===== src/rtl/lcd12864_rd_ctrl.sv =====
// Read-side bus controller for an ST7920-class LCD: status reads, data reads and optional BF polling.
// Optional poll timeout is enabled with `define LCD_RD_TIMEOUT_EN; otherwise rd_timeout is tied low.
module lcd12864_rd_ctrl #(
  parameter int T_AS     = 4,
  parameter int T_EH     = 25,
  parameter int T_H      = 2,
  parameter int T_EL     = 25,
  parameter int POLL_MAX = 1023
) (
  input  logic       clk,
  input  logic       rst_n,
  input  logic       rd_req,
  input  logic       rd_rs,
  input  logic       rd_wait,
  output logic       rd_busy,
  output logic       rd_ack,
  output logic [7:0] rd_data,
  output logic       rd_bf,
  output logic [6:0] rd_ac,
  output logic       rd_timeout,
  output logic       lcd_rs,
  output logic       lcd_rw,
  output logic       lcd_en,
  input  logic [7:0] lcd_dat_i,
  output logic       lcd_dat_oe
);

  typedef enum logic [2:0] {IDLE, SETUP, EN_HI, HOLD, RECOV, DONE} state_t;

  state_t      state, state_nx;
  logic [7:0]  cnt;
  logic        last;
  logic        rs_q;
  logic        poll_q;
  logic [9:0]  poll_cnt;
  logic [9:0]  poll_inc;
  logic        to_hit;
  logic        accept;
  logic        recov_end;
  logic        to_timeout;
  logic        phase_rs;

  assign accept     = (state == IDLE) && rd_req;
  assign recov_end  = (state == RECOV) && last;
  assign phase_rs   = poll_q ? 1'b0 : rs_q;
  assign poll_inc   = (poll_cnt == 10'(POLL_MAX)) ? poll_cnt : poll_cnt + 10'd1;

`ifdef LCD_RD_TIMEOUT_EN
  assign to_hit = (poll_inc == 10'(POLL_MAX));
`else
  assign to_hit = 1'b0;
`endif

  assign to_timeout = recov_end && poll_q && rd_bf && to_hit;

  always_comb begin
    last = 1'b0;
    case (state)
      SETUP:   last = (cnt == 8'(T_AS - 1));
      EN_HI:   last = (cnt == 8'(T_EH - 1));
      HOLD:    last = (cnt == 8'(T_H - 1));
      RECOV:   last = (cnt == 8'(T_EL - 1));
      default: last = 1'b0;
    endcase
  end

  always_comb begin
    state_nx   = state;
    lcd_rw     = 1'b0;
    lcd_rs     = 1'b0;
    lcd_en     = 1'b0;
    rd_busy    = 1'b1;
    rd_ack     = 1'b0;
    lcd_dat_oe = 1'b0;
    case (state)
      IDLE: begin
        rd_busy = 1'b0;
        if (rd_req) state_nx = SETUP;
      end
      SETUP: begin
        lcd_rw = 1'b1;
        lcd_rs = phase_rs;
        if (last) state_nx = EN_HI;
      end
      EN_HI: begin
        lcd_rw = 1'b1;
        lcd_rs = phase_rs;
        lcd_en = 1'b1;
        if (last) state_nx = HOLD;
      end
      HOLD: begin
        lcd_rw = 1'b1;
        lcd_rs = phase_rs;
        if (last) state_nx = RECOV;
      end
      RECOV: begin
        // rd_bf already holds the status byte sampled during this access
        if (last) begin
          if (!poll_q)         state_nx = DONE;
          else if (to_timeout) state_nx = DONE;
          else                 state_nx = SETUP;
        end
      end
      DONE: begin
        rd_ack   = 1'b1;
        state_nx = IDLE;
      end
      default: state_nx = IDLE;
    endcase
  end

  always_ff @(posedge clk or negedge rst_n) begin
    if (!rst_n) begin
      state <= IDLE;
      cnt   <= 8'd0;
    end else begin
      state <= state_nx;
      if (last || state == IDLE || state == DONE) cnt <= 8'd0;
      else                                         cnt <= cnt + 8'd1;
    end
  end

  always_ff @(posedge clk or negedge rst_n) begin
    if (!rst_n) begin
      rs_q     <= 1'b0;
      poll_q   <= 1'b0;
      poll_cnt <= 10'd0;
    end else if (accept) begin
      rs_q     <= rd_rs;
      poll_q   <= rd_rs & rd_wait;
      poll_cnt <= 10'd0;
    end else if (recov_end && poll_q) begin
      if (rd_bf) poll_cnt <= poll_inc;
      else       poll_q   <= 1'b0;
    end
  end

  always_ff @(posedge clk or negedge rst_n) begin
    if (!rst_n) begin
      rd_data <= 8'd0;
      rd_bf   <= 1'b0;
      rd_ac   <= 7'd0;
    end else if (state == EN_HI && last) begin
      rd_data <= lcd_dat_i;
      if (!phase_rs) begin
        rd_bf <= lcd_dat_i[7];
        rd_ac <= lcd_dat_i[6:0];
      end
    end
  end

`ifdef LCD_RD_TIMEOUT_EN
  always_ff @(posedge clk or negedge rst_n) begin
    if (!rst_n)          rd_timeout <= 1'b0;
    else if (accept)     rd_timeout <= 1'b0;
    else if (to_timeout) rd_timeout <= 1'b1;
  end
`else
  assign rd_timeout = 1'b0;
`endif

endmodule


===== config.mk =====
export PLATFORM = sky130hd
export DESIGN_NAME = lcd12864_rd_ctrl
export DESIGN_NICKNAME = d
export VERILOG_FILES = /design/src/rtl/lcd12864_rd_ctrl.sv
export SDC_FILE = /design/constraint.sdc
export NUM_CORES = 1
export LEC_CHECK = 0
export ABC_AREA = 1
export CAP_MARGIN = 30
export CORE_AREA = 4 4 67 69
export DETAILED_ROUTE_END_ITERATION = 6
export DIE_AREA = 0 0 71 73
export PLACE_DENSITY = 0.67
export SLEW_MARGIN = 0
export SYNTH_ARGS = -nofsm -noshare
export SYNTH_HDL_FRONTEND = slang
export SYNTH_SLANG_ARGS = --single-unit

===== constraint.sdc =====
create_clock -name clk -period 4.05 [get_ports clk]
set_input_delay 1.215 -clock clk [delete_from_list [all_inputs] [get_ports clk]]
set_output_delay 1.215 -clock clk [all_outputs]
set_load 0.01 [all_outputs]

==> run metrics <==
status finished, final reports clean; RSZ-0062 raised after global routing no; CP peak stage delay ~0.56 ns; cell count after synthesis around 200; Ant. Diodes 0; GP Congestion ~0.79; final setup vio count 0; GRT Total Usage 0.138; fin crit period a little over 3 ns; DP HPWL about 2.4 mm; Nets about 250; Startpoint Class flop; Vias about 1,300; Critical Path, Cell by Cell or2_2 > nor3_1 > clkdlybuf4s50_1; number of antenna violations at the first check in global routing 0; Clock power frac 0.148; Pwr Total 1.62 mW; postcts setup bufs 0; hold crit path type flop to flop; Setup CP Type flop to primary output; Yosys reg bits 29; Max-cap violations 0; Die W between 70 and 80 um; fmax between 0.3 and 0.4 GHz; Clk Latency, worst-skew pair 0.28 ns; DR vias/cell between 4 and 5; num ports 36; Worst-path clk slew 0.06 ns; final critical-path share of the clock period 0.748; area of the core ~0.0039 mm^2; Reg power frac 0.319; Finished Core Util 0.505; placed cell area around 0.0019 mm^2; clk_skew approximately 0.0045 ns; Fin. Hold Viols 0; Num CTS Buffers 5; final wirelength 3.27 mm; P&R area growth vs syn 30.3%; switching share of power 0.428; first-pass GRT wire length 5.61 mm; internal power 0.927 mW; H-tree depth 2; total gr overflow 0; Synth area leaders dfrtp_1 (48%), nand2_1 (18%), nand3_1 (5.3%), inv_1 (4.5%), nor2_1 (4.5%); Routed Antenna Nets 0; largest net degree at the start of global routing 30; CP max-delay cell clkdlybuf4s50_1; fill count 400; worst-case clock buffer depth 2; # resized after CTS 0; area share of the largest cell type after synthesis 0.479; worst slack, placed between 1 and 1.5 ns; Comb power frac 0.533; CTS root buffer clkbuf_8; Power Dens Cells between 800 and 900 mW/mm^2; Starting Density 0.387; DR WL/cell roughly 12 um; # port buffers 33; hold_ws approximately 0.47 ns; CP Data Required Time about 2.8 ns; DRC 0; Die Ht between 70 and 80 um; cell family with most CP delay simple AND/OR/NAND/NOR gates; Max FO, Critical Path 10; placed insts ~280; CP endpoint kind primary output; drt pass-1 iters 4; CTS tree yes; syn_area_per_cell roughly 7.8 um^2; crit path buf inv count 1; Sink Count 29; fin cells ~280; Initial DRC Count 76; Cell Area, Synth ~0.0015 mm^2; FP Rows 23; Worst EP arrival 1.82 ns; post-synth top area cell dfrtp_1; Setup WS post-layout just over 1 ns; net switching power ~0.69 mW; register area share after synthesis 0.479; static leakage just under 1 nW; Die ar. approximately 0.0052 mm^2; synth unique cells 25; design area roughly 0.002 mm^2; vias in the first global route roughly 1,300; Peak VDD IR 0.353 mV; layout cell share with drive strength beyond 1 0.0944; Yosys warning count 0; # hold bufs at CTS 0; setup TNS 0 ns; Slew Viols, Final 0
## cell type report
type                       count  area, um^2  area share
tap                           50        62.6      0.0317
timing repair buffer          34         338       0.171
inverter                      22        82.6      0.0418
multi-input combinational    141         681       0.345
clock buffer                   7        86.3      0.0437
sequential                    29         726       0.367
## cell families (layout without fill, tap and decap cells)
| kind of cell | Yosys count | after routing | synth area share |
|---|---|---|---|
| flops | 29 | 29 | 0.479 |
| simple gates | 125 | 125 | 0.380 |
| xor+xnor | 4 | 4 | 0.0231 |
| buf+inv | 26 | 63 | 0.0751 |
| compound gates | 9 | 9 | 0.0330 |
| fa+ha+maj | 1 | 1 | 0.00825 |
| other cells | 1 | 2 | 0.00247 |
## flip-flops by register name, indices dropped and copies added (netlist names)
register,count
rs_q,1
rd_bf,1
state,3
cnt,8
rd_ac,7
rd_data,8
poll_q,1
## power by group through the flow
stage,logic (mW),registers [mW],clock network [mW]
3_5_place_dp,0.880,0.513,0
5_1_grt,0.979,0.533,0.257
4_1_cts,0.881,0.516,0.249
2_1_floorplan,0.506,0.539,0
3_3_place_gp,0.869,0.515,0
6_report,0.864,0.517,0.239
## tightest hold or removal path: stages, from the launching register on
cell and delay, ns:
dfrtp_1 0.34, nand2_1 0.05, nand2_1 0.05
## path summary, 6_finish.rpt
path                                 end  startpoint  slack [ns]  cells past startpoint
worst min-delay path            rd_ac[6]    rd_ac[6]        0.47                      2
worst max-delay path              lcd_rs      poll_q        1.02                      3
worst min register to register  rd_ac[6]    rd_ac[6]        0.47                      2
worst max register to register  rd_ac[2]    state[1]        2.09                     10
max in group asynchronous       rd_ac[2]       rst_n        2.46                      2
min in group asynchronous         cnt[5]       rst_n        1.31                      2
## synth_stat cells (all sizes together)
master and n:
xnor2 1, buf 4, xor2 3, conb 1, nor3 5, nand3 18
nand4 2, a21oi 1, ha 1, or2 2, nor2 21, o22ai 1
dfrtp 29, nand3b 1, o21ai 7, nand2 76, inv 22
## layer usage
| layer | track usage | wire length (um) | vias up |
|---|---|---|---|
| met1 | 0.182 | 1600 | 601 |
| met5 | 0 | 0 | - |
| met3 | 0.0399 | 207 | 6 |
| li1 | - | - | 676 |
| met4 | 0.0731 | 53 | 0 |
| met2 | 0.205 | 1410 | 37 |
## placed cells by master (no fill, tap or decap), types with 3 or more instances in the layout
master,count
xor2_1,3
inv_2,4
nand2_1,73
o21ai_0,6
nor2_1,18
nor3_1,5
inv_1,18
clkdlybuf4s50_1,33
clkbuf_8,6
nand2_2,3
dfrtp_1,29
nand3_1,16
(Power assumes the default switching activity.)
